$ cat src/rtl/instr_loader_pkg.sv
// Shared definitions for the boot loader, instruction memory and CPU top:
// word width, default memory depth and loader state encodings.
package instr_loader_pkg;

  localparam int INSTR_WIDTH        = 24;
  localparam int DEFAULT_ADDR_WIDTH = 8;

  typedef enum logic [2:0] {
    ST_HDR_HI = 3'd0,
    ST_HDR_LO = 3'd1,
    ST_B0     = 3'd2,
    ST_B1     = 3'd3,
    ST_B2     = 3'd4,
    ST_DONE   = 3'd5,
    ST_ERR    = 3'd6
  } loader_state_e;

  typedef enum logic [1:0] {
    LANE_HI   = 2'd0,
    LANE_MID  = 2'd1,
    LANE_LO   = 2'd2,
    LANE_NONE = 2'd3
  } byte_lane_e;

  // Which byte of the instruction word a given loader state is collecting.
  function automatic byte_lane_e lane_of_state(input loader_state_e st);
    byte_lane_e lane;
    case (st)
      ST_B0:   lane = LANE_HI;
      ST_B1:   lane = LANE_MID;
      ST_B2:   lane = LANE_LO;
      default: lane = LANE_NONE;
    endcase
    return lane;
  endfunction

endpackage

$ cat src/rtl/instr_loader_if.sv
// Byte-stream input and instruction-memory write port of the boot loader.
interface instr_loader_if
  import instr_loader_pkg::*;
#(
  parameter int ADDR_WIDTH = DEFAULT_ADDR_WIDTH
) ();

  logic [7:0]             InData;
  logic                   InValid;
  logic                   InReady;
  logic                   IMemWrite;
  logic [ADDR_WIDTH-1:0]  IMemAddr;
  logic [INSTR_WIDTH-1:0] IMemData;

  modport slave (
    input  InData, InValid,
    output InReady, IMemWrite, IMemAddr, IMemData
  );

  modport master (
    output InData, InValid,
    input  InReady, IMemWrite, IMemAddr, IMemData
  );

endinterface

$ cat src/rtl/instr_loader_word_assembler.sv
// Packs three big-endian bytes into one instruction word; the low byte is
// passed straight through so the word is available in the cycle it arrives.
module instr_loader_word_assembler
  import instr_loader_pkg::*;
(
  input  logic                   clk,
  input  logic                   rst,
  input  logic                   byte_valid,
  input  byte_lane_e             lane,
  input  logic [7:0]             byte_in,
  output logic [INSTR_WIDTH-1:0] word,
  output logic                   word_complete
);

  logic [7:0] hi_q, hi_d;
  logic [7:0] mid_q, mid_d;

  always_comb begin
    hi_d          = hi_q;
    mid_d         = mid_q;
    word_complete = 1'b0;
    if (byte_valid) begin
      case (lane)
        LANE_HI:  hi_d = byte_in;
        LANE_MID: mid_d = byte_in;
        LANE_LO:  word_complete = 1'b1;
        default:  word_complete = 1'b0;
      endcase
    end else begin
      word_complete = 1'b0;
    end
  end

  assign word = {hi_q, mid_q, byte_in};

  always_ff @(posedge clk) begin
    if (rst) begin
      hi_q  <= 8'd0;
      mid_q <= 8'd0;
    end else begin
      hi_q  <= hi_d;
      mid_q <= mid_d;
    end
  end

endmodule

$ cat src/rtl/instr_loader.sv
// Boot loader: writes a COUNT-prefixed big-endian image into instruction memory
// from address 0 and holds the CPU in reset until the last word is written.
module instr_loader
  import instr_loader_pkg::*;
#(
  parameter int ADDR_WIDTH = DEFAULT_ADDR_WIDTH
) (
  input  logic          Clock,
  input  logic          Reset,
  instr_loader_if.slave bus,
  output logic          CPUHold,
  output logic          Done,
  output logic          Error
);

  // One extra index bit lets COUNT == DEPTH finish without wrapping.
  localparam int          IDX_WIDTH = ADDR_WIDTH + 1;
  localparam logic [16:0] DEPTH_C   = 17'd1 << ADDR_WIDTH;

  loader_state_e          state_q, state_d;
  logic [15:0]            count_q, count_d;
  logic [IDX_WIDTH-1:0]   idx_q, idx_d;
  logic                   imem_write_q, imem_write_d;
  logic [ADDR_WIDTH-1:0]  imem_addr_q, imem_addr_d;
  logic [INSTR_WIDTH-1:0] imem_data_q, imem_data_d;
  logic                   cpu_hold_q, cpu_hold_d;
  logic                   done_q, done_d;
  logic                   error_q, error_d;

  logic                   in_ready_s;
  logic                   accept_s;
  logic [IDX_WIDTH-1:0]   idx_inc_s;
  logic [15:0]            hdr_count_s;
  byte_lane_e             lane_s;
  logic [INSTR_WIDTH-1:0] asm_word_s;
  logic                   asm_complete_s;

  assign in_ready_s  = !Reset && (state_q != ST_DONE) && (state_q != ST_ERR);
  assign accept_s    = bus.InValid && in_ready_s;
  assign lane_s      = lane_of_state(state_q);
  assign idx_inc_s   = idx_q + IDX_WIDTH'(1);
  assign hdr_count_s = {count_q[15:8], bus.InData};

  instr_loader_word_assembler u_asm (
    .clk           (Clock),
    .rst           (Reset),
    .byte_valid    (accept_s),
    .lane          (lane_s),
    .byte_in       (bus.InData),
    .word          (asm_word_s),
    .word_complete (asm_complete_s)
  );

  always_comb begin
    state_d      = state_q;
    count_d      = count_q;
    idx_d        = idx_q;
    imem_write_d = 1'b0;
    imem_addr_d  = imem_addr_q;
    imem_data_d  = imem_data_q;
    if (accept_s) begin
      case (state_q)
        ST_HDR_HI: begin
          count_d = {bus.InData, count_q[7:0]};
          state_d = ST_HDR_LO;
        end
        ST_HDR_LO: begin
          count_d = hdr_count_s;
          if (hdr_count_s == 16'd0) begin
            state_d = ST_DONE;
          end else if ({1'b0, hdr_count_s} > DEPTH_C) begin
            state_d = ST_ERR;
          end else begin
            state_d = ST_B0;
          end
        end
        ST_B0: state_d = ST_B1;
        ST_B1: state_d = ST_B2;
        ST_B2: begin
          imem_write_d = asm_complete_s;
          imem_addr_d  = idx_q[ADDR_WIDTH-1:0];
          imem_data_d  = asm_word_s;
          idx_d        = idx_inc_s;
          if (16'(idx_inc_s) == count_q) begin
            state_d = ST_DONE;
          end else begin
            state_d = ST_B0;
          end
        end
        default: state_d = state_q;
      endcase
    end else begin
      state_d = state_q;
    end
    // Hold drops one cycle after DONE so the CPU never overlaps the final write.
    cpu_hold_d = (state_q != ST_DONE);
    done_d     = (state_d == ST_DONE);
    error_d    = (state_d == ST_ERR);
  end

  always_ff @(posedge Clock) begin
    if (Reset) begin
      state_q      <= ST_HDR_HI;
      count_q      <= 16'd0;
      idx_q        <= '0;
      imem_write_q <= 1'b0;
      imem_addr_q  <= '0;
      imem_data_q  <= '0;
      cpu_hold_q   <= 1'b1;
      done_q       <= 1'b0;
      error_q      <= 1'b0;
    end else begin
      state_q      <= state_d;
      count_q      <= count_d;
      idx_q        <= idx_d;
      imem_write_q <= imem_write_d;
      imem_addr_q  <= imem_addr_d;
      imem_data_q  <= imem_data_d;
      cpu_hold_q   <= cpu_hold_d;
      done_q       <= done_d;
      error_q      <= error_d;
    end
  end

  assign bus.InReady   = in_ready_s;
  assign bus.IMemWrite = imem_write_q;
  assign bus.IMemAddr  = imem_addr_q;
  assign bus.IMemData  = imem_data_q;
  assign CPUHold       = cpu_hold_q;
  assign Done          = done_q;
  assign Error         = error_q;

endmodule
$ cat src/flat_wrapper.sv
// flat-port wrapper written by rule: the top's interface ports become plain ports
module instr_loader_flat import instr_loader_pkg::*;
#(
  parameter int ADDR_WIDTH = DEFAULT_ADDR_WIDTH
)
  (Clock, Reset, CPUHold, Done, Error, bus_InData, bus_InValid, bus_InReady, bus_IMemWrite, bus_IMemAddr, bus_IMemData);
  instr_loader_if #(.ADDR_WIDTH(ADDR_WIDTH)) bus_i ();
  input  logic Clock;
  input  logic Reset;
  output logic CPUHold;
  output logic Done;
  output logic Error;
  input wire logic [$bits(bus_i.InData)-1:0] bus_InData;
  input wire logic [$bits(bus_i.InValid)-1:0] bus_InValid;
  output wire logic [$bits(bus_i.InReady)-1:0] bus_InReady;
  output wire logic [$bits(bus_i.IMemWrite)-1:0] bus_IMemWrite;
  output wire logic [$bits(bus_i.IMemAddr)-1:0] bus_IMemAddr;
  output wire logic [$bits(bus_i.IMemData)-1:0] bus_IMemData;
  assign bus_i.InData = bus_InData;
  assign bus_i.InValid = bus_InValid;
  assign bus_InReady = bus_i.InReady;
  assign bus_IMemWrite = bus_i.IMemWrite;
  assign bus_IMemAddr = bus_i.IMemAddr;
  assign bus_IMemData = bus_i.IMemData;
  instr_loader #(.ADDR_WIDTH(ADDR_WIDTH)) u_core (.Clock(Clock), .Reset(Reset), .bus(bus_i), .CPUHold(CPUHold), .Done(Done), .Error(Error));
endmodule
$ cat config.mk
export PLATFORM = sky130hd
export DESIGN_NAME = instr_loader_flat
export DESIGN_NICKNAME = d
export VERILOG_FILES = /design/src/rtl/instr_loader_pkg.sv /design/src/rtl/instr_loader_if.sv /design/src/rtl/instr_loader_word_assembler.sv /design/src/rtl/instr_loader.sv /design/src/flat_wrapper.sv
export SDC_FILE = /design/constraint.sdc
export NUM_CORES = 1
export LEC_CHECK = 0
export ABC_AREA = 1
export BUFFER_PORTS_ARGS = -buffer_cell sky130_fd_sc_hd__buf_2
export CORE_MARGIN = 8
export CORE_UTILIZATION = 56
export DETAILED_ROUTE_END_ITERATION = 16
export HOLD_SLACK_MARGIN = 0.03
export PLACE_DENSITY_LB_ADDON = 0.2
export SLEW_MARGIN = 40
export SYNTH_ARGS = -nofsm -noshare
export SYNTH_HDL_FRONTEND = slang
export SYNTH_SLANG_ARGS = --single-unit
$ cat constraint.sdc
create_clock -name Clock -period 2 [get_ports Clock]
set_input_delay 0.2 -clock Clock [delete_from_list [all_inputs] [get_ports Clock]]
set_output_delay 0.2 -clock Clock [all_outputs]
set_load 0.01 [all_outputs]
* Word level (Yosys, flattened, before mapping)
Cells that the tools add are included.
** Operators by class
- $add $sub $neg :: 1
- Magnitude comparators :: 1
- Equal/unequal tests :: 11
- Multiplexer cells :: 8
- Bitwise logic cells :: 4
- Reduce and logical (&&, ||, !) cells :: 13
** Operator list (number)
- $pmux W16 S2 :: 1
- $eq A9 B16 Y1 :: 1
- $gt A16 B9 Y1 const B :: 1
- $logic_not A16 Y1 :: 1
- $pmux W3 S5 :: 1
- $mux W3 :: 4
- $add A9 B1 Y9 const B :: 1
- $eq A3 B3 Y1 const B :: 3
- $eq A3 B2 Y1 const B :: 2
- $ne A3 B3 Y1 const B :: 2
- $pmux W2 S3 :: 1
- $reduce_and A2 Y1 :: 3
- $reduce_and A3 Y1 :: 2
- $not A1 Y1 :: 4
- $eq A3 B1 Y1 const B :: 1
- $logic_and A1 B1 Y1 :: 3
- $logic_not A3 Y1 :: 1
- $reduce_or A3 Y1 :: 1
- $eq A2 B1 Y1 const B :: 1
- $eq A2 B2 Y1 const B :: 1
- $logic_not A2 Y1 :: 1
- $logic_not A1 Y1 :: 1
- $mux W1 :: 1
** Word-level totals
- Register bits :: 80
- Input bits :: 11
- Output and inout port bits :: 37
- Word-level logic and storage cells :: 50

* Longest topological paths before layout
Gate-level depths: netlist (run 1).
- Word-level depth :: 6
- Gate-level depth with buffers :: 16
- Gate-level depth less buffers :: 16

* By module
From an unflattened synthesis (run 1), not the netlist that was laid out.
** Second synthesis, totals
- Cells, all modules :: 510
- Area, all modules :: 3644.7 sq um
** By module, submodules not included
- instr_loader :: instances 1, cells each 395, area an instance 2852.7 sq um, seq. area each 1281.2 sq um
- instr_loader_word_assembler :: instances 1, cells each 115, area an instance 792.0 sq um, seq. area each 320.3 sq um

* Least setup slack after synthesis (run 1)
Ideal clock, no wire load.
- Kind :: register to register
- Start :: register u_core.idx_q[0]
- End :: register u_core.state_q[1]
- Library setup time :: 0.128 ns
- Arrival :: 1.623 ns
- Required time :: 1.872 ns
- Slack :: 0.250 ns
- Stages on the path, launching flop included :: 17
- Path buffers :: 0
- Period minus slack after synthesis :: 1.750 ns
- Path through :: dfxtp_1 -> ha_1 -> nand2_2 -> nor2_4 -> nand2_1 -> nand2_1 -> nand2_1 -> nand2_1 -> nand2_2 -> nor2_4 -> nand3_1 -> nand2_1 -> nand2_1 -> nand2_1 -> nand2_1 -> inv_2 -> nor2_1
** Between the ends
- Longest elaborated chain between the ends :: 5
** Ends and longest elaborated chain
- start, declared :: RTL line instr_loader.sv:22 : logic [IDX_WIDTH-1:0] idx_q, idx_d;
- start signal, assigned :: RTL line instr_loader.sv:115 : idx_q <= idx_d;
- $add A9 B1 Y9 :: RTL line instr_loader.sv:41 : assign idx_inc_s = idx_q + IDX_WIDTH'(1);
- $eq A9 B16 Y1 :: RTL line instr_loader.sv:84 : if (16'(idx_inc_s) == count_q) begin
- $mux W3 :: RTL line instr_loader.sv:84
- $pmux W3 S5 :: RTL line instr_loader.sv:62 : case (state_q)
- $mux W3 :: RTL line instr_loader.sv:61 : if (accept_s) begin
- end signal, assigned :: RTL line instr_loader.sv:113 : state_q <= state_d;
- end, declared :: RTL line instr_loader.sv:20 : loader_state_e state_q, state_d;
No other way between the ends.
A chain may end at the register's enable or synchronous reset.

* Worst setup path after layout (run 1)
- Start :: register u_core.idx_q[1]
- End :: register u_core.state_q[1]
Same word-level chain as after synthesis.

==> results.rst, run 1 <==
.. list-table::
   :header-rows: 1

   * - Metric
     - Value
   * - Worst Hold Class
     - primary input to register
   * - Final net count
     - 509
   * - Series of cell instances along the critical path
     - ha_4, nand2_2, nor2_4, nand2_1, nand2_1, nand2_1, nand2_1, nand2_2, nor2_4, nand3_1, nand2_1, nand2_1, nand2_1, nand2_2, inv_2, nor2_1
   * - Arrival time reported for the critical path endpoint
     - 2.03 ns
   * - Final clock skew
     - 0.00838 ns
   * - Worst path bufs/invs
     - 1
   * - Maximum clock insertion buffer count
     - 2
   * - Layout-stage area growth over the synthesis result
     - 17.9%
   * - Post-CTS clock slew at the launch and capture registers of the worst setup and hold paths
     - 0.09 ns
   * - Peak fanout along the critical path
     - 6
   * - Register Area
     - 1610 um2
   * - Die span in x
     - 93.8 um
   * - Root Buffer Master
     - sky130_fd_sc_hd__clkbuf_8
   * - Pin count of the biggest net entering global routing
     - 39
   * - Starting density of the core
     - 57.6%
   * - Final Max Slew Viols
     - 0
   * - Yosys reg bits
     - 80
   * - Net count after synthesis
     - 457
   * - Die height
     - 93.8 um
   * - Synth Warn #
     - 0
   * - Number of hold buffers added after CTS
     - 0
   * - Worst-Skew Late Latency
     - 0.36 ns
   * - Count of unique library cells instantiated by Yosys
     - 28
   * - Count of input and output buffers
     - 47
   * - CTS H-tree lvls
     - 3
   * - Critical path's largest stage delay
     - 0.38 ns
   * - Fraction of final layout cells sized beyond drive strength 1
     - 23.7%
   * - Number of global-route vias before repair
     - 2893
   * - Final design instance area without fill
     - 4000 um2
   * - Leading cell type in the layout, fill and taps excluded
     - sky130_fd_sc_hd__nand2_1
   * - Min Clock Period, post-route
     - 1.80 ns
   * - Result of the run
     - completed
   * - Post-Synthesis Cell Area
     - 3390 um2
   * - Clock tree from TritonCTS
     - yes
   * - Drt via density
     - 5.28
   * - Worst endpoint required time
     - 2.24 ns
   * - First-pass GRT wire length
     - 13300 um
   * - Dpl cells
     - 560
   * - Final-report setup violation count
     - 0
   * - FILL cells
     - 508
   * - Placeable core region
     - 5890 um2
   * - Critical path start-end classification
     - register to register
   * - Average wire per standard cell
     - 14.0 um
   * - Cell with the biggest individual delay on the critical path
     - sky130_fd_sc_hd__dfxtp_4
   * - Critical path launch point type
     - register
   * - Initial antenna violation count
     - 0
   * - Clock buffers created by TritonCTS
     - 9
   * - Post-detailed-route DRC marker count
     - 0
   * - Final estimated routing congestion in global placement
     - 0.844
   * - Wire length on met1
     - 3640 um
   * - Number of primary I/O pins
     - 48
   * - Final total power
     - 3330 uW
   * - Die Outline Area
     - 8800 um2
   * - Pin slew with the least headroom to its limit
     - 0.469 ns
   * - Post-synthesis sequential area ratio
     - 47.2%
   * - Top-area cell type share of the netlist area
     - 47.2%
   * - Synth area leaders
     - sky130_fd_sc_hd__dfxtp_1 (47%), sky130_fd_sc_hd__nand2_1 (11%), sky130_fd_sc_hd__a21oi_1 (9.6%)
   * - DRC marker count from the first detailed-route iteration
     - 223
   * - Most common cell on crit path
     - sky130_fd_sc_hd__nand2_1
   * - Area taken by multi-input logic gates
     - 1550 um2
   * - Placement Rows
     - 28
   * - Achievable frequency
     - 556 MHz
   * - Number of optimization iterations in the first detailed-route pass
     - 4
   * - Hold_ws
     - 0.114 ns
   * - Fraction of the cycle the final worst path needs
     - 89.9%
   * - HPWL after detailed placement
     - 5640 um
   * - Grt ovf
     - 0
   * - Slack of the worst reg-to-reg path
     - 0.20 ns
   * - Cell area after placement
     - 3740 um2
   * - Mean post-synth cell area
     - 7.62 um2
   * - Final hold viol count
     - 0
   * - Total detailed-routing wirelength
     - 8060 um
   * - Max Cap Violations
     - 0
   * - Maximum VDD drop
     - 0.000665 V
   * - Commonest cells after routing, fill and taps aside
     - sky130_fd_sc_hd__nand2_1 (96), sky130_fd_sc_hd__dfxtp_1 (78), sky130_fd_sc_hd__a21oi_1 (65), sky130_fd_sc_hd__buf_2 (47), sky130_fd_sc_hd__o21ai_1 (33)
   * - Post-layout util
     - 67.9%
   * - Power density normalized to cell area
     - 833 nW/um2
   * - GRT Overall Usage
     - 18.7%
   * - Cell family with most CP delay
     - simple AND/OR/NAND/NOR gates
   * - Cell count after synthesis
     - 445
   * - Met2 WL post-DR
     - 3860 um
   * - Max-slew headroom
     - 68.7%
   * - Leakage power
     - 0.00171 uW
   * - Highest routing layer actually used
     - met4
   * - Via count of the routed design
     - 3044
   * - Antenna diode instance count
     - 0
   * - Layout Cells excl Fill
     - 577
   * - Detailed-routed wire length on met3
     - 442 um
   * - Antenna viol nets, final
     - 0
   * - CP endpoint kind
     - register
   * - Area leader, netlist
     - sky130_fd_sc_hd__dfxtp_1
   * - Clock Sink Count
     - 80
flip-flops by register name, indices dropped and copies added, names as in the netlist:
| name | count |
|---|---|
| u_core.bus.IMemData | 24 |
| u_core.count_q | 16 |
| u_core.idx_q | 9 |
| u_core.bus.IMemAddr | 8 |
| u_core.u_asm.hi_q | 8 |
| u_core.u_asm.mid_q | 8 |
| u_core.state_q | 3 |
| u_core.CPUHold | 1 |
| u_core.Done | 1 |
| u_core.Error | 1 |
| u_core.bus.IMemWrite | 1 |
worst paths after layout:
kind	start	depth (start not counted)	end
max reg2reg	u_core.idx_q[1]$_SDFFE_PP0P_	16	u_core.state_q[1]$_SDFF_PP0_
max	u_core.idx_q[1]$_SDFFE_PP0P_	16	u_core.state_q[1]$_SDFF_PP0_
min	bus_InData[0]	3	u_core.u_asm.hi_q[0]$_SDFFE_PP0P_
min reg2reg	u_core.u_asm.mid_q[4]$_SDFFE_PP0P_	2	u_core.bus.IMemData[12]$_SDFFE_PP0P_
worst register-to-register path: cells and delay by family (launching register included):
family,cells,cell delay [ns]
simple gates,14,1.09
flops,1,0.38
fa+ha+maj,1,0.14
buf+inv,1,0.06
logic make-up (layout without fill, tap and decap cells):
group | count (synthesis) | after routing | share of synthesized area [%]
AO/OA/AOI/OAI | 124 | 124 | 19.1
adder cells (fa/ha/maj) | 1 | 1 | 0.369
buffers and inverters | 61 | 118 | 7.93
flip-flops | 80 | 80 | 47.2
AND/OR/NAND/NOR | 179 | 179 | 25.4
metal layers:
| metal | track usage [%] | up-vias |
|---|---|---|
| met1 | 23.3 | 1394 |
| met4 | 8.32 | 0 |
| met2 | 30.4 | 74 |
| met5 | 0 | - |
| li1 | - | 1563 |
| met3 | 3.92 | 13 |
per-stage QoR:
step	TNS, ns	setup WS [ns]
floorplan	0	0.250
global placement	0	0.187
detailed placement	0	0.0741
CTS	0	0.0577
global route	-0.00453	-0.00453
finish	0	0.203
where the power goes:
group	total, uW	internal (uW)	leakage, uW	switching, uW
Combinational	391	136	0.000958	255
Clock	1260	628	0.000105	633
Sequential	1680	1640	0.000649	36.4
cell usage after synthesis:
master / count
sky130_fd_sc_hd__a31oi_1: 1
sky130_fd_sc_hd__a21oi_1: 65
sky130_fd_sc_hd__buf_2: 9
sky130_fd_sc_hd__nand3b_1: 2
sky130_fd_sc_hd__nand4_4: 1
sky130_fd_sc_hd__dfxtp_1: 80
sky130_fd_sc_hd__o21ai_1: 33
sky130_fd_sc_hd__nor2_4: 5
sky130_fd_sc_hd__nand4_1: 2
sky130_fd_sc_hd__nand2_2: 5
sky130_fd_sc_hd__nand2_1: 97
sky130_fd_sc_hd__o21ai_0: 22
sky130_fd_sc_hd__o21bai_1: 1
sky130_fd_sc_hd__nor2_8: 2
sky130_fd_sc_hd__inv_4: 1
sky130_fd_sc_hd__ha_1: 1
sky130_fd_sc_hd__nand2_4: 1
sky130_fd_sc_hd__buf_6: 1
sky130_fd_sc_hd__a21oi_4: 2
sky130_fd_sc_hd__nor2_2: 6
sky130_fd_sc_hd__buf_4: 5
sky130_fd_sc_hd__inv_1: 30
sky130_fd_sc_hd__clkbuf_1: 8
sky130_fd_sc_hd__inv_2: 7
sky130_fd_sc_hd__nand3_2: 1
sky130_fd_sc_hd__nand3_1: 28
sky130_fd_sc_hd__nor2_1: 27
sky130_fd_sc_hd__nor3_2: 2
timing repair:
action | CTS | global route
buffers inserted | 0 | 1
setup endpoints to repair | 0 | 6
resized for setup | 0 | 11
layout make-up:
class                      instances  area share, %
inverter                          38           3.69
tap                               75           2.35
timing repair buffer              64           9.70
sequential                        80           40.2
clock buffer                      10           3.44
clock inverter                     6           1.88
multi-input combinational        304           38.8
Power figures use the tool's default switching activity.
==> run 2, diff against run 1 <==
--- a/config.mk
+++ b/config.mk
@@ -8,7 +8,7 @@
 export ABC_AREA = 1
 export BUFFER_PORTS_ARGS = -buffer_cell sky130_fd_sc_hd__buf_2
 export CORE_MARGIN = 8
-export CORE_UTILIZATION = 56
+export CORE_UTILIZATION = 48
 export DETAILED_ROUTE_END_ITERATION = 16
 export HOLD_SLACK_MARGIN = 0.03
 export PLACE_DENSITY_LB_ADDON = 0.2
==> run 2 against run 1 <==
Worst hold slack gained 0.0035 ns. Register-to-register slack worse by 0.03 ns. Flip-flop and latch count stayed put. Cell area shrank 0.88%. First-iteration DRC count down 49%. Final cell count grew 2.9%. Clock skew increased by 0.00099 ns. Combinational power down 2%. Die area grew 14%. Fmax fell by 1.8%. Critical path depth is the same. Clock power down 11%.
==> results.rst, run 2 (same netlist as run 1, synthesis figures left out) <==
.. list-table::
   :header-rows: 1

   * - Metric
     - Value
   * - Commonest cells after routing, fill and taps aside
     - sky130_fd_sc_hd__nand2_1 (97), sky130_fd_sc_hd__dfxtp_1 (77), sky130_fd_sc_hd__a21oi_1 (65), sky130_fd_sc_hd__buf_2 (47), sky130_fd_sc_hd__o21ai_1 (33)
   * - Number of global-route vias before repair
     - 2891
   * - Critical path launch point type
     - register
   * - Fraction of the cycle the final worst path needs
     - 91.5%
   * - Final estimated routing congestion in global placement
     - 0.788
   * - Number of buffers inserted by post-CTS setup repair
     - 0
   * - Arrival time reported for the critical path endpoint
     - 2.07 ns
   * - Slack of the worst reg-to-reg path
     - 0.17 ns
   * - CTS H-tree lvls
     - 3
   * - First-pass GRT wire length
     - 13300 um
   * - Series of cell instances along the critical path
     - ha_4, nand2_1, inv_1, nor2_1, nor2_1, nand2_1, nor2_1, nand3_1, nor2_4, nand3_1, nand2_1, nand2_1, nand2_1, nand2_1, inv_2, nor2_1
   * - Number of optimization iterations in the first detailed-route pass
     - 4
   * - Drt via density
     - 5.04
   * - FF-to-FF path depth
     - 16
   * - Final hold viol count
     - 0
   * - Pre-CTS worst setup slack
     - 0.101 ns
   * - Leakage power
     - 0.00167 uW
   * - Root Buffer Master
     - sky130_fd_sc_hd__clkbuf_8
   * - Min Clock Period, post-route
     - 1.83 ns
   * - Maximum VDD drop
     - 0.000549 V
   * - Final-report setup violation count
     - 0
   * - Max FFs per register
     - 24
   * - Critical path start-end classification
     - register to register
   * - Peak fanout along the critical path
     - 5
   * - Max Cap Violations
     - 0
   * - Number of primary I/O pins
     - 48
   * - Final Max Slew Viols
     - 0
   * - Hold_sp
     - bus_InData[7]
   * - Final total power
     - 3190 uW
   * - Result of the run
     - completed
   * - Clock buffers created by TritonCTS
     - 9
   * - Antenna viol nets, final
     - 0
   * - Placement Rows
     - 30
   * - Most common cell on crit path
     - sky130_fd_sc_hd__nand2_1
   * - Final net count
     - 505
   * - Leading cell type in the layout, fill and taps excluded
     - sky130_fd_sc_hd__nand2_1
   * - Post-layout util
     - 58.0%
   * - Worst Hold Class
     - primary input to register
   * - Grt ovf
     - 0
   * - Worst endpoint required time
     - 2.24 ns
   * - Post-detailed-route DRC marker count
     - 0
   * - Worst Hold Path Cells
     - 3
   * - Initial antenna violation count
     - 0
   * - Worst-Skew Late Latency
     - 0.36 ns
   * - Placeable core region
     - 6830 um2
   * - Max-slew headroom
     - 67.2%
   * - HPWL after detailed placement
     - 5540 um
   * - Final worst setup slack
     - 0.170 ns
   * - Maximum clock insertion buffer count
     - 2
   * - Unrepaired setup endpoints after global routing
     - yes
   * - Clock Sink Count
     - 80
   * - Post-CTS clock slew at the launch and capture registers of the worst setup and hold paths
     - 0.09 ns
   * - Critical path's largest stage delay
     - 0.35 ns
   * - Cell with the biggest individual delay on the critical path
     - sky130_fd_sc_hd__dfxtp_2
   * - Average wire per standard cell
     - 13.3 um
   * - Starting density of the core
     - 49.6%
   * - Clock tree from TritonCTS
     - yes
   * - Achievable frequency
     - 547 MHz
   * - Die span in x
     - 100 um
   * - Endpoint of the most critical register-to-register path
     - u_core.state_q[1]$_SDFF_PP0_
   * - Power density normalized to cell area
     - 804 nW/um2
   * - Pin count of the biggest net entering global routing
     - 38
   * - Layout-stage area growth over the synthesis result
     - 16.9%
   * - Hold-critical path endpoint
     - u_core.u_asm.hi_q[7]$_SDFFE_PP0P_
   * - CP endpoint kind
     - register
   * - Antenna diode instance count
     - 0
   * - Count of input and output buffers
     - 47
   * - DRC marker count from the first detailed-route iteration
     - 113
   * - Die height
     - 100 um
   * - Via count of the routed design
     - 2993
   * - GRT Overall Usage
     - 16.6%
   * - Sum of negative setup slack
     - 0 ns
   * - Total detailed-routing wirelength
     - 7890 um
   * - Reg-to-reg critical path startpoint
     - u_core.idx_q[1]$_SDFFE_PP0P_
   * - Die Outline Area
     - 10000 um2
   * - Fraction of final layout cells sized beyond drive strength 1
     - 22.9%
   * - Final clock skew
     - 0.00938 ns
   * - Pin slew with the least headroom to its limit
     - 0.492 ns
   * - FILL cells
     - 657
run 2: changes by cell type in the layout (fill, tap and decap cells not counted), moves of 2 or more:
cell / previous run / this run
sky130_fd_sc_hd__buf_4: 15 / 10
sky130_fd_sc_hd__dfxtp_2: 1 / 3
sky130_fd_sc_hd__nand3_1: 26 / 28
sky130_fd_sc_hd__nand3_2: 3 / 1
sky130_fd_sc_hd__nor2_2: 5 / 7
run 2: how the worst max path moves through the flow:
stage                                       from                            to  slack, ns  cells past startpoint
CTS                 u_core.idx_q[1]$_SDFFE_PP0P_  u_core.state_q[1]$_SDFF_PP0_       0.09                     16
floorplan           u_core.idx_q[0]$_SDFFE_PP0P_  u_core.state_q[1]$_SDFF_PP0_       0.25                     16
finish              u_core.idx_q[1]$_SDFFE_PP0P_  u_core.state_q[1]$_SDFF_PP0_       0.17                     16
detailed placement  u_core.idx_q[1]$_SDFFE_PP0P_  u_core.state_q[1]$_SDFF_PP0_       0.10                     16
global route        u_core.idx_q[1]$_SDFFE_PP0P_  u_core.state_q[1]$_SDFF_PP0_      -0.03                     16
global placement    u_core.idx_q[1]$_SDFFE_PP0P_  u_core.state_q[1]$_SDFF_PP0_       0.15                     14
run 2: layer usage:
metal / track usage (%) / part of all wire (%)
met3: 5.26 / 5.1
met1: 20.4 / 47
met5: 0 / 0
met4: 6.51 / 1.8
met2: 26.4 / 46
run 2: area by class of cell:
type                            count  area (um2)  share of cell area [%]
Inverter                           38         145                    3.66
Tap cell                           96         120                    3.03
Sequential cell                    80        1610                    40.5
Multi-Input combinational cell    304        1540                    38.7
Timing Repair Buffer               60         370                    9.34
Clock inverter                      6        50.0                    1.26
Clock buffer                       10         138                    3.47
run 2: power by group:
group	leakage (uW)	switching, uW	internal (uW)
combinational	0.000935	249	135
sequential	0.000649	35.3	1650
clock	0.0000895	626	497
total	0.00167	911	2280
run 2: worst max-delay path: cells and delay by family (launching register included):
family                     cells  cell delay [ns]
and+or+nand+nor               13             0.94
DFF                            1             0.35
adders and majority gates      1             0.28
buffers and inverters          2             0.12
run 2: metrics by stage:
stage | cell area [um2] | cells | hold WS [ns]
after detailed placement | 3760 | 578 | 0.452
after CTS | 3950 | 594 | 0.0985
after global routing | 3960 | 594 | 0.117
after floorplan | 3390 | 445 | 0.365
final | 3960 | 594 | 0.117
after global placement | 3760 | 578 | 0.450
run 2: repair_timing:
| item | in CTS | in global routing |
|---|---|---|
| resized for setup | 0 | 5 |
| endpoints found under the hold margin | 0 | 0 |
| setup endpoints to repair | 0 | 16 |
| hold buffers | 0 | 0 |
==> run 3, diff against run 2 <==
--- a/config.mk
+++ b/config.mk
@@ -6,10 +6,10 @@
 export NUM_CORES = 1
 export LEC_CHECK = 0
 export ABC_AREA = 1
-export BUFFER_PORTS_ARGS = -buffer_cell sky130_fd_sc_hd__buf_2
 export CORE_MARGIN = 8
 export CORE_UTILIZATION = 48
 export DETAILED_ROUTE_END_ITERATION = 16
+export DONT_BUFFER_PORTS = 1
 export HOLD_SLACK_MARGIN = 0.03
 export PLACE_DENSITY_LB_ADDON = 0.2
 export SLEW_MARGIN = 40
==> run 3 against run 2 <==
Final cell count decreased by 6.6%. Highest routed layer unchanged. Fmax increased by 0.64%. Sequential power about the same. Worst setup slack improved by 0.012 ns. Clock power increased by 13%.
==> results.rst, run 3 (same netlist as run 1, synthesis figures left out) <==
.. list-table::
   :header-rows: 1

   * - Metric
     - Value
   * - Result of the run
     - completed
   * - Antenna viol nets, final
     - 0
   * - First-pass GRT wire length
     - 13200 um
   * - Cell area after placement
     - 3490 um2
   * - Hold_sp
     - bus_InData[7]
   * - Grt ovf
     - 0
   * - Placeable core region
     - 6830 um2
   * - Min Clock Period, post-route
     - 1.82 ns
   * - Final estimated routing congestion in global placement
     - 0.869
   * - Final clock skew
     - 0.0101 ns
   * - Number of primary I/O pins
     - 48
   * - Register Area
     - 1610 um2
   * - Final design instance area without fill
     - 3840 um2
   * - Layout Cells excl Fill
     - 555
   * - Clock buffers created by TritonCTS
     - 9
   * - Combinational share of power
     - 10.6%
   * - Final total power
     - 3310 uW
   * - Worst-Skew Late Latency
     - 0.35 ns
   * - Reg power frac
     - 51.2%
   * - Pin count of the biggest net entering global routing
     - 38
   * - Critical path launch point type
     - register
   * - Area taken by multi-input logic gates
     - 1540 um2
   * - Starting density of the core
     - 49.6%
   * - Via count of the routed design
     - 2879
   * - Hold-critical path endpoint
     - u_core.bus.IMemData[7]$_SDFFE_PP0P_
   * - Drt via density
     - 5.19
   * - Average wire per standard cell
     - 14.5 um
   * - Fraction of power spent switching nets
     - 27.5%
   * - Leakage power
     - 0.00148 uW
   * - Post-layout util
     - 56.2%
   * - Final hold viol count
     - 0
   * - Endpoint of the most critical register-to-register path
     - u_core.bus.IMemData[17]$_SDFFE_PP0P_
   * - Die span in x
     - 100 um
   * - Clock tree from TritonCTS
     - yes
   * - FILL cells
     - 649
   * - Initial antenna violation count
     - 0
   * - Final net count
     - 466
   * - Fraction of final layout cells sized beyond drive strength 1
     - 14.2%
   * - Number of optimization iterations in the first detailed-route pass
     - 5
   * - Antenna diode instance count
     - 0
   * - Maximum clock insertion buffer count
     - 2
   * - Power density normalized to cell area
     - 863 nW/um2
   * - Worst endpoint required time
     - 2.28 ns
   * - Clock Sink Count
     - 80
   * - Arrival time reported for the critical path endpoint
     - 2.10 ns
   * - Worst Hold Class
     - primary input to register
   * - FF-to-FF path depth
     - 9
   * - DRC marker count from the first detailed-route iteration
     - 163
   * - Die Outline Area
     - 10000 um2
   * - Post-CTS clock slew at the launch and capture registers of the worst setup and hold paths
     - 0.09 ns
   * - Max-slew headroom
     - 65.3%
   * - Fraction of the cycle the final worst path needs
     - 90.9%
   * - Max Cap Violations
     - 0
   * - Hold_ws
     - 0.0799 ns
   * - Count of input and output buffers
     - 0
   * - Root Buffer Master
     - sky130_fd_sc_hd__clkbuf_8
   * - GRT Overall Usage
     - 16.5%
   * - Placement Rows
     - 30
   * - CP endpoint kind
     - register
   * - Power Internal
     - 2400 uW
   * - Pin slew with the least headroom to its limit
     - 0.519 ns
   * - Dpl cells
     - 529
   * - Peak fanout along the critical path
     - 21
   * - CTS H-tree lvls
     - 3
   * - Maximum VDD drop
     - 0.000529 V
   * - Number of global-route vias before repair
     - 2661
   * - Post-detailed-route DRC marker count
     - 0
   * - HPWL after detailed placement
     - 5460 um
   * - Critical path start-end classification
     - register to register
   * - Reg-to-reg critical path startpoint
     - u_core.state_q[0]$_SDFF_PP0_
   * - Slack of the worst reg-to-reg path
     - 0.18 ns
   * - Die height
     - 100 um
   * - Final-report setup violation count
     - 0
   * - Layout-stage area growth over the synthesis result
     - 13.2%
   * - Achievable frequency
     - 550 MHz
   * - Total detailed-routing wirelength
     - 8020 um
   * - Worst Hold Path Cells
     - 2
   * - Final Max Slew Viols
     - 0
   * - Clk network pwr share
     - 38.2%
   * - Leading cell type in the layout, fill and taps excluded
     - sky130_fd_sc_hd__nand2_1
   * - Power spent charging and discharging nets
     - 911 uW
   * - Commonest cells after routing, fill and taps aside
     - sky130_fd_sc_hd__nand2_1 (96), sky130_fd_sc_hd__dfxtp_1 (79), sky130_fd_sc_hd__a21oi_1 (65), sky130_fd_sc_hd__o21ai_1 (33), sky130_fd_sc_hd__inv_1 (30)
   * - Max FFs per register
     - 24
==> run 3: cell types whose count changed in the layout (fill, tap and decap cells not counted), moves of 2 or more <==
cell / previous run / this run
sky130_fd_sc_hd__buf_2: 47 / 0
sky130_fd_sc_hd__clkinv_4: 2 / 0
sky130_fd_sc_hd__dfxtp_1: 77 / 79
sky130_fd_sc_hd__dfxtp_2: 3 / 0
sky130_fd_sc_hd__dlygate4sd3_1: 0 / 8
sky130_fd_sc_hd__nor2_2: 7 / 5
==> run 3: worst max path at each step <==
stage | startpoint | end | depth (start not counted)
after floorplan | u_core.idx_q[0]$_SDFFE_PP0P_ | u_core.state_q[1]$_SDFF_PP0_ | 16
after global placement | u_core.idx_q[0]$_SDFFE_PP0P_ | u_core.Done$_SDFF_PP0_ | 15
after detailed placement | u_core.idx_q[0]$_SDFFE_PP0P_ | u_core.state_q[1]$_SDFF_PP0_ | 16
after CTS | u_core.idx_q[0]$_SDFFE_PP0P_ | u_core.Done$_SDFF_PP0_ | 15
after global routing | u_core.idx_q[0]$_SDFFE_PP0P_ | u_core.state_q[1]$_SDFF_PP0_ | 16
final | u_core.state_q[0]$_SDFF_PP0_ | u_core.bus.IMemData[17]$_SDFFE_PP0P_ | 9
==> run 3: metal layers <==
layer | vias up | track usage, % | routed length [um]
li1 | 1483 | - | -
met1 | 1317 | 20.8 | 3610
met2 | 66 | 26.2 | 3790
met3 | 13 | 4.01 | 490
met4 | 0 | 7.33 | 138
met5 | - | 0 | 0
==> run 3: through the flow <==
| stage | worst slack [ns] | TNS (ns) |
|---|---|---|
| finish | 0.182 | 0 |
| global route | -0.00620 | -0.00892 |
| CTS | 0.0898 | 0 |
| detailed placement | 0.110 | 0 |
| global placement | 0.153 | 0 |
| floorplan | 0.250 | 0 |
==> run 3: layout make-up <==
class                           count  area share, %
Clock buffer                       10           3.59
Clock inverter                      6           1.92
Inverter                           38           3.78
Multi-Input combinational cell    304           40.1
Sequential cell                    80           41.8
Tap cell                           96           3.13
Timing Repair Buffer               21           5.61
==> run 3: power by group through the flow <==
stage	Sequential, uW	Combinational (uW)	Clock (uW)
after global placement	1730	314	0
after global routing	1700	395	1360
final	1690	353	1260
after floorplan	1720	268	0
after detailed placement	1730	319	0
after CTS	1700	350	1290
==> run 3: what timing repair did <==
item	CTS	global route
endpoints found under the setup margin	0	4
setup buffers	0	1
endpoints found under the hold margin	37	0
resized for setup	0	6
hold buffers	9	0
==> run 3: critical path: stages (launching register included) <==
cell                      delay [ns]
sky130_fd_sc_hd__dfxtp_1        0.46
sky130_fd_sc_hd__nand2_2        0.17
sky130_fd_sc_hd__a21oi_4        0.21
sky130_fd_sc_hd__nand2_4        0.10
sky130_fd_sc_hd__inv_2          0.06
sky130_fd_sc_hd__nand2_1        0.07
sky130_fd_sc_hd__inv_2          0.26
sky130_fd_sc_hd__buf_12         0.20
sky130_fd_sc_hd__nand2_1        0.06
sky130_fd_sc_hd__a21oi_1        0.15
